File: src/rtl/sfifo_uart_tx.sv
// sfifo_uart_tx: pops words from an upstream FIFO and sends each as a start/data/stop UART-style frame.
// Define SFIFO_UART_TX_PARITY_EN to insert an even-parity bit between the data and stop bits.
module sfifo_uart_tx #(
  parameter int Width      = 8,
  parameter int ClksPerBit = 16
) (
  input  logic             clk,
  input  logic             reset,
  input  logic             TxEnable,
  input  logic             FIFOEmpty,
  input  logic [Width-1:0] RDData,
  output logic             FIFORdReq,
  output logic             TxD,
  output logic             TxBusy,
  output logic             FrameDone
);
  localparam int TW = $clog2(ClksPerBit);
  localparam int IW = $clog2(Width + 1);
  localparam logic [TW-1:0] TLAST = TW'(ClksPerBit - 1);
  localparam logic [IW-1:0] ILAST = IW'(Width - 1);
  typedef enum logic [2:0] {
    S_IDLE, S_REQ, S_WAIT, S_START, S_DATA,
`ifdef SFIFO_UART_TX_PARITY_EN
    S_PARITY,
`endif
    S_STOP
  } state_t;
`ifdef SFIFO_UART_TX_PARITY_EN
  localparam state_t S_AFTER_DATA = S_PARITY;
`else
  localparam state_t S_AFTER_DATA = S_STOP;
`endif
  state_t state, state_n;
  logic [TW-1:0] timer, timer_n;
  logic [IW-1:0] idx, idx_n;
  logic [Width-1:0] shreg, shreg_n;
  logic go, last, txd_n;
  assign go   = TxEnable & ~FIFOEmpty;
  assign last = timer == TLAST;
`ifdef SFIFO_UART_TX_PARITY_EN
  // parity is taken from the word as captured, since the shift register is consumed by DATA
  logic par;
  always_ff @(posedge clk or posedge reset)
    if (reset) par <= 1'b0;
    else if (state == S_WAIT) par <= ^RDData;
`endif
  always_ff @(posedge clk or posedge reset)
    if (reset) begin
      state <= S_IDLE;
      timer <= '0;
      idx   <= '0;
      shreg <= '0;
    end else begin
      state <= state_n;
      timer <= timer_n;
      idx   <= idx_n;
      shreg <= shreg_n;
    end
  always_comb begin
    state_n = state;
    idx_n   = idx;
    shreg_n = shreg;
    timer_n = (state == S_IDLE || state == S_REQ || state == S_WAIT || last) ? '0 : timer + 1'b1;
    case (state)
      S_IDLE:  state_n = go ? S_REQ : S_IDLE;
      S_REQ:   state_n = S_WAIT;
      S_WAIT: begin
        state_n = S_START;
        shreg_n = RDData;
      end
      S_START: if (last) begin
        state_n = S_DATA;
        idx_n   = '0;
      end
      S_DATA: if (last) begin
        shreg_n = shreg >> 1;
        idx_n   = idx + 1'b1;
        state_n = idx == ILAST ? S_AFTER_DATA : S_DATA;
      end
`ifdef SFIFO_UART_TX_PARITY_EN
      S_PARITY: state_n = last ? S_STOP : S_PARITY;
`endif
      S_STOP:  state_n = last ? (go ? S_REQ : S_IDLE) : S_STOP;
      default: state_n = S_IDLE;
    endcase
  end
  // outputs are decoded from the next state and registered so they line up with the state itself
  always_comb begin
    txd_n = state_n == S_START ? 1'b0 : state_n == S_DATA ? shreg_n[0] : 1'b1;
`ifdef SFIFO_UART_TX_PARITY_EN
    if (state_n == S_PARITY) txd_n = par;
`endif
  end
  always_ff @(posedge clk or posedge reset)
    if (reset) begin
      TxD       <= 1'b1;
      FIFORdReq <= 1'b0;
      TxBusy    <= 1'b0;
      FrameDone <= 1'b0;
    end else begin
      TxD       <= txd_n;
      FIFORdReq <= state_n == S_REQ;
      TxBusy    <= state_n != S_IDLE;
      FrameDone <= state_n == S_STOP && timer_n == TLAST;
    end
endmodule

File: config.mk
export PLATFORM = sky130hd
export DESIGN_NAME = sfifo_uart_tx
export DESIGN_NICKNAME = d
export VERILOG_FILES = /design/src/rtl/sfifo_uart_tx.sv
export SDC_FILE = /design/constraint.sdc
export NUM_CORES = 1
export LEC_CHECK = 0
export CORE_MARGIN = 1
export CORE_UTILIZATION = 41
export DETAILED_ROUTE_END_ITERATION = 10
export DONT_BUFFER_PORTS = 1
export GPL_ROUTABILITY_DRIVEN = 0
export SLEW_MARGIN = 20
export SYNTH_ARGS = -nofsm -noshare
export SYNTH_HDL_FRONTEND = slang
export SYNTH_SLANG_ARGS = --single-unit
File: constraint.sdc
create_clock -name clk -period 2 [get_ports clk]
set_clock_uncertainty 0.1 [all_clocks]
set_input_delay 0.4 -clock clk [delete_from_list [all_inputs] [get_ports clk]]
set_output_delay 0.4 -clock clk [all_outputs]
set_load 0.01 [all_outputs]
==> results of run 1 <==
==> layer usage <==
| metal | GRT usage [%] | vias up | part of all wire, % |
|---|---|---|---|
| met1 | 19.6 | 420 | 46 |
| met4 | 6.27 | 0 | 2.0 |
| met2 | 25.9 | 27 | 47 |
| li1 | - | 437 | - |
| met3 | 5.35 | 6 | 5.2 |
| met5 | 0 | - | 0 |
==> layout make-up <==
| type | count | area (sq um) |
|---|---|---|
| fill | 266 | 1490 |
| multi-input combinational | 87 | 558 |
| tap | 31 | 38.8 |
| clock inverter | 1 | 5.00 |
| clock buffer | 3 | 22.5 |
| sequential | 23 | 577 |
| inverter | 6 | 22.5 |
| timing repair buffer | 5 | 40.0 |
==> synth_stat cells <==
| cell | n | area (sq um) |
|---|---|---|
| buf_6 | 3 | 33.8 |
| dfrtp_1 | 22 | 551 |
| nand2_2 | 1 | 6.26 |
| o22ai_1 | 1 | 6.26 |
| nor4b_1 | 1 | 8.76 |
| nand2_1 | 24 | 90.1 |
| a21oi_1 | 7 | 35.0 |
| xnor2_1 | 2 | 17.5 |
| nor3_4 | 1 | 16.3 |
| a211oi_1 | 2 | 15.0 |
| buf_2 | 1 | 5.00 |
| a211o_1 | 1 | 8.76 |
| and3_2 | 1 | 7.51 |
| nand4_1 | 2 | 12.5 |
| and4bb_1 | 1 | 12.5 |
| nand2b_1 | 3 | 18.8 |
| nor3b_2 | 1 | 12.5 |
| and3_1 | 1 | 6.26 |
| nor2b_1 | 2 | 12.5 |
| nor3_1 | 1 | 5.00 |
| nor2_1 | 9 | 33.8 |
| o32ai_2 | 1 | 16.3 |
| inv_1 | 5 | 18.8 |
| and4_1 | 1 | 8.76 |
| o311ai_1 | 2 | 17.5 |
| and3_4 | 1 | 11.3 |
| o21ai_1 | 2 | 10.0 |
| inv_2 | 1 | 3.75 |
| xor2_1 | 1 | 8.76 |
| ha_1 | 2 | 25.0 |
| o21ai_0 | 3 | 15.0 |
| nor3b_1 | 1 | 7.51 |
| a22oi_2 | 1 | 12.5 |
| nand3_4 | 2 | 35.0 |
| dfstp_2 | 1 | 26.3 |
| a22oi_1 | 6 | 45.0 |
| nand3_1 | 2 | 10.0 |
| mux2i_1 | 1 | 10.0 |
==> cell families (layout without fill, tap and decap cells) <==
family                   Yosys count  after routing
AND/OR/NAND/NOR                   55             55
multiplexers                       1              1
XOR/XNOR                           3              3
adder cells (fa/ha/maj)            2              2
buffers and inverters             10             15
AO/OA/AOI/OAI                     26             26
flip-flops                        23             23
==> state kept, by name, indices dropped and copies added (netlist names) <==
name / count
state: 3
TxBusy: 1
FIFORdReq: 1
idx: 4
TxD: 1
timer: 4
shreg: 8
FrameDone: 1
==> where the power goes <==
part           internal [mW]  total [mW]  switching, mW
registers              0.625       0.783          0.158
logic                  0.228       0.522          0.294
clock network         0.0748       0.213          0.138
==> timing repair <==
item,CTS,global route
buffers inserted,0,0
endpoints found under the hold margin,9,0
hold buffers,1,0
==> per-stage QoR <==
stage          power (mW)  util, %  setup slack (ps)  std cells
2_1_floorplan        1.22        -               351        120
3_3_place_gp         1.30     44.5               229        151
3_5_place_dp         1.32     44.5               200        151
4_1_cts              1.54     45.8               155        156
5_1_grt              1.66     45.8              51.5        156
6_report             1.52     45.8               147        156
==> worst paths after layout <==
kind	from	endpoint	slack, ps
max in group asynchronous	reset	state[1]	890
hold reg to reg	shreg[1]	shreg[1]	390
hold / removal	RDData[7]	shreg[7]	110
min in group asynchronous	reset	timer[1]	390
setup reg to reg	timer[0]	TxD	150
setup / recovery	timer[0]	TxD	150
==> flow_summary_export.csv, run 1 <==
group,metric,value,unit
drt,vias_per_cell,5.71,
floorplanning,die_area,3140,sq um
placement,portBuffers,0,
yosys,yosys-mux-area-fraction,0.837,%
cts,htreeDepth,1,
yosys,synth_compound_area_share,15.2,%
critical_path,crit_path_end_kind,"flip-flop",
cells_and_area,area_delta_synth_final,5.65,%
power_and_ir_drop,ir_drop,0.700,mV
sta,hold_violations,0,
critical_path,crit_fanout,7,
critical_path,cp_data_required_time,2120,ps
cells_and_area,final_common_cell,"nand2_1",
floorplanning,rows,19,
floorplanning,die_x,56.0,um
yosys,yosysSeqAreaShare,48.2,%
grt,grt_max_degree,14,
critical_path,critPathTopFamily,"simple AND/OR/NAND/NOR gates",
cells_and_area,layout_common_cells,"nand2_1 (24), dfrtp_1 (22), nor2_1 (9)",
drt,drc,0,
sta,drv_slew,0,
drt,finalWirelength,2160,um
flow_run,cap_violations,0,
yosys,postSynthCellCount,120,
yosys,ys_types,38,
cts,clk_latency,310,ps
floorplanning,ios,16,
critical_path,cp_slowest_cell,"dfrtp_1",
yosys,syn_avg_cell_area,9.97,sq um
sta,fin_crit_sh,92.7,%
drt,drtPass1Iterations,4,
cts,clk_path_buf_depth,2,
yosys,yosys_register_bits,23,
yosys,synth_top_family_by_area,"simple AND/OR/NAND/NOR gates",
yosys,synth_fa_ha_area_share,2.09,%
critical_path,cp-start-kind,"flip-flop",
sta,maxSlewHeadroom,65.3,%
cells_and_area,antenna_cells,0,
grt,antenna_found_initial,0,
yosys,synth_xor_xnor_area_share,2.20,%
critical_path,crit_chain,"ha_1, and3_2, nand3_4, and3_4, a21oi_1, a211oi_1",
sta,rsz0062_at_grt,"false",
critical_path,worstPathArrival,1980,ps
drt,vias,890,
sta,max_clock_freq,540,MHz
sta,timing.hold.ws,105,ps
drt,first_iter_violations,17,
drt,post_drt_wl_per_cell,13.8,um
yosys,ys_warn_count,0,
cts,cts.clk_slew.worst_paths,120,ps
power_and_ir_drop,power_leakage,0.556,nW
cts,cts_resized,0,
grt,globalRouteTotalUtil,16.0,%
worst_hold_path,hold_path_depth,2,
sta,tns,0,ps
cells_and_area,final_nets,140,
critical_path,crit_cells,6,
cts,cts_tree,"built",
yosys,synthSimpleGateAreaFrac,26.4,%
floorplanning,start_util,43.4,%
cts,numCtsBuffers,3,
sta,setup_viol,0,
critical_path,cp_num_buf_inv,0,
grt,overflow,0,
sta,fin_crit,1850,ps
cells_and_area,drive_above_1_share,15.2,%
drt,postRouteAntennaNets,0,
status,status,"finished clean",
critical_path,reg2reg_depth,6,
grt,grt_pass1_wl,3870,um
critical_path,critPathMaxStageDelay,430,ps
worst_hold_path,min_path_type,"primary input to flip-flop",
yosys,syn_area,1200,sq um
placement,hpwlAfterDp,1630,um
critical_path,worstSetupPathType,"flip-flop to flip-flop",
cts,cts_sinks,23,
floorplanning,core,2760,sq um
grt,grt_pass1_vias,879,
placement,dpl-instance-area,1230,sq um
floorplanning,die_y,56.0,um
power_and_ir_drop,powerDensity,1200,nW/um^2
cells_and_area,postLayoutCellArea,1260,sq um
cts,cts_root_buffer,"clkbuf_4",
yosys,syn-num-nets,134,
sta,tightest_slew,521,ps
Power figures use the tool's default switching activity.
==> run 2: changes to the inputs <==
ABC_AREA = 1   (was not set)
CORE_ASPECT_RATIO = 1.4   (was not set)
REMOVE_ABC_BUFFERS = 1   (was not set)
==> flow_summary_export.csv, run 2 <==
group,metric,value,unit
critical_path,worstSetupPathType,"flip-flop to flip-flop",
cells_and_area,fin_util,46.9,%
floorplanning,ios,16,
sta,timing.hold.ws,93.7,ps
critical_path,critPathMaxStageDelay,400,ps
grt,overflow,0,
yosys,async_flop_share,100,%
placement,place_inst,169,
critical_path,cp_data_required_time,2110,ps
power_and_ir_drop,total_power,0.725,mW
cells_and_area,largest_register_ffs,8,
cts,cts_resized,0,
yosys,syn_avg_cell_area,8.81,sq um
cells_and_area,area_delta_synth_final,7.64,%
power_and_ir_drop,power_leakage,0.639,nW
yosys,syn_area,1160,sq um
sta,fin_crit_sh,80.7,%
grt,grt_max_degree,13,
floorplanning,core,2670,sq um
cells_and_area,antenna_cells,0,
drt,dr_wl_met3,58,um
yosys,yosys_register_bits,23,
drt,vias,910,
cts,cts_tree,"built",
grt,globalRouteTotalUtil,18.1,%
placement,hpwlAfterDp,1780,um
sta,maxSlewHeadroom,70.0,%
yosys,synth.most_common_cell,"nand2_1",
grt,grt_pass1_vias,958,
cts,htreeDepth,1,
grt,grt_pass1_wl,4020,um
power_and_ir_drop,powerDensity,579,nW/um^2
cts,cts.clk_slew.worst_paths,130,ps
cells_and_area,drive_above_1_share,18.8,%
critical_path,crit_fanout,5,
floorplanning,die_x,47,um
sta,max_clock_freq,620,MHz
drt,drc,0,
power_and_ir_drop,ir_drop,0.325,mV
worst_hold_path,min_path_type,"primary input to flip-flop",
sta,drv_slew,0,
cells_and_area,largest-register,"shreg",
sta,layout_setup_ws,386,ps
floorplanning,die_y,65,um
yosys,synth-main-ff-cell,"dfrtp_1",
critical_path,worstPathArrival,1730,ps
placement,portBuffers,0,
yosys,synth_area_leader_cell,"dfrtp_1",
floorplanning,start_util,43.5,%
placement,post-place-ws,417,ps
drt,topRoutingLayerUsed,"met4",
cts,clk_latency,320,ps
drt,met1_length,994,um
drt,postRouteAntennaNets,0,
drt,first_iter_violations,33,
drt,post_drt_wl_per_cell,13.1,um
grt,antenna_found_initial,0,
cts,clk_path_buf_depth,2,
floorplanning,die_area,3060,sq um
critical_path,crit_chain,"ha_1, nand4_1, nand2_1, nand2_1, o21bai_1, nor2_1",
cells_and_area,postLayoutCellArea,1250,sq um
critical_path,cp-start-kind,"flip-flop",
sta,fin_crit,1610,ps
critical_path,cpMostUsedCell,"nand2_1",
yosys,synth_edf_count,0,
critical_path,cp_slowest_cell,"dfrtp_1",
yosys,ys_types,25,
yosys,synth.top_cells.by_count,"nand2_1 (25), dfrtp_1 (22), nand3_1 (16), inv_1 (12), nor2_1 (12)",
placement,dpl-instance-area,1210,sq um
yosys,yosysSeqAreaShare,49.6,%
sta,hold_violations,0,
floorplanning,rows,22,
drt,drtPass1Iterations,4,
yosys,postSynthCellCount,132,
cells_and_area,final_common_cell,"nand2_1",
flow_run,cap_violations,0,
critical_path,crit_path_end_kind,"flip-flop",
cells_and_area,reg_top3,"shreg: 8 flops, idx: 4 flops, timer: 4 flops",
sta,setup_viol,0,
cts,cts_sinks,23,
drt,finalWirelength,2290,um
sta,rsz0062_at_grt,"false",
sta,tns,0,ps
cts,numCtsBuffers,3,
yosys,ys_warn_count,0,
cts,cts_root_buffer,"clkbuf_4",
sta,tightest_slew,450,ps
cells_and_area,final_nets,153,
status,status,"finished clean",
yosys,yosys-top-cells-area,"dfrtp_1 (47%), nand2_1 (8.1%), nand3_1 (6.9%)",
cells_and_area,layout_common_cells,"nand2_1 (25), dfrtp_1 (22), nand3_1 (16)",
drt,vias_per_cell,5.23,
cells_and_area,instances_no_fill,174,
drt,dr_wl_met2,1200,um
yosys,synth.top_cell.area_share,47.4,%
run 2: changes by cell type after synthesis, moves of 3 or more:
| cell | before | now |
|---|---|---|
| a21oi_1 | 7 | 2 |
| buf_6 | 3 | 0 |
| inv_1 | 5 | 12 |
| inv_2 | 1 | 5 |
| nand2_2 | 1 | 4 |
| nand2b_1 | 3 | 0 |
| nand3_1 | 2 | 16 |
| nand4_1 | 2 | 6 |
| nor2_1 | 9 | 12 |
run 2: logic make-up after synthesis:
logic type / Yosys count / share of synthesized area, %
and+or+nand+nor: 71 / 30.5
AOI/OAI and AO/OA: 17 / 10.9
xor gates and xnor gates: 1 / 0.754
buffers and inverters: 18 / 6.14
adders and majority gates: 2 / 2.15
DFF: 23 / 49.6
run 2: worst paths after layout:
kind / from / to / slack [ps] / cells past startpoint
worst max-delay path: timer[0] / FrameDone / 390 / 6
worst min-delay path: RDData[7] / shreg[7] / 90 / 2
worst max register to register: timer[0] / FrameDone / 390 / 6
worst min register to register: shreg[6] / shreg[5] / 410 / 2
max in group asynchronous: reset / shreg[6] / 860 / 3
min in group asynchronous: reset / idx[2] / 420 / 2
run 2: area by class of cell:
type,count,area [sq um]
clock buffer,4,26.3
timing repair buffer,3,25.0
fill,281,1420
tap,36,45.0
multi-input combinational,91,514
sequential,23,577
inverter,17,63.8
run 2: routing by layer:
metal,vias to the layer above,global-route usage [%]
li1,452,-
met1,436,23.1
met2,18,31.1
met3,4,1.95
met4,0,5.36
met5,-,0
run 2: worst max-delay path, delay by kind of cell, from the launching register on:
| family | cells | cell delay (ps) |
|---|---|---|
| simple gates | 4 | 540 |
| flops | 1 | 400 |
| fa+ha+maj | 1 | 260 |
| compound gates | 1 | 210 |
run 2: power breakdown:
part           switching [mW]  total (mW)  internal (mW)
logic                  0.0162      0.0246        0.00840
clock network           0.144       0.222         0.0781
registers             0.00430       0.478          0.474
total                   0.165       0.725          0.560
run 2: timing repair:
item | CTS | global route
setup buffers | 0 | 0
endpoints found under the hold margin | 10 | 0
hold buffers | 1 | 0
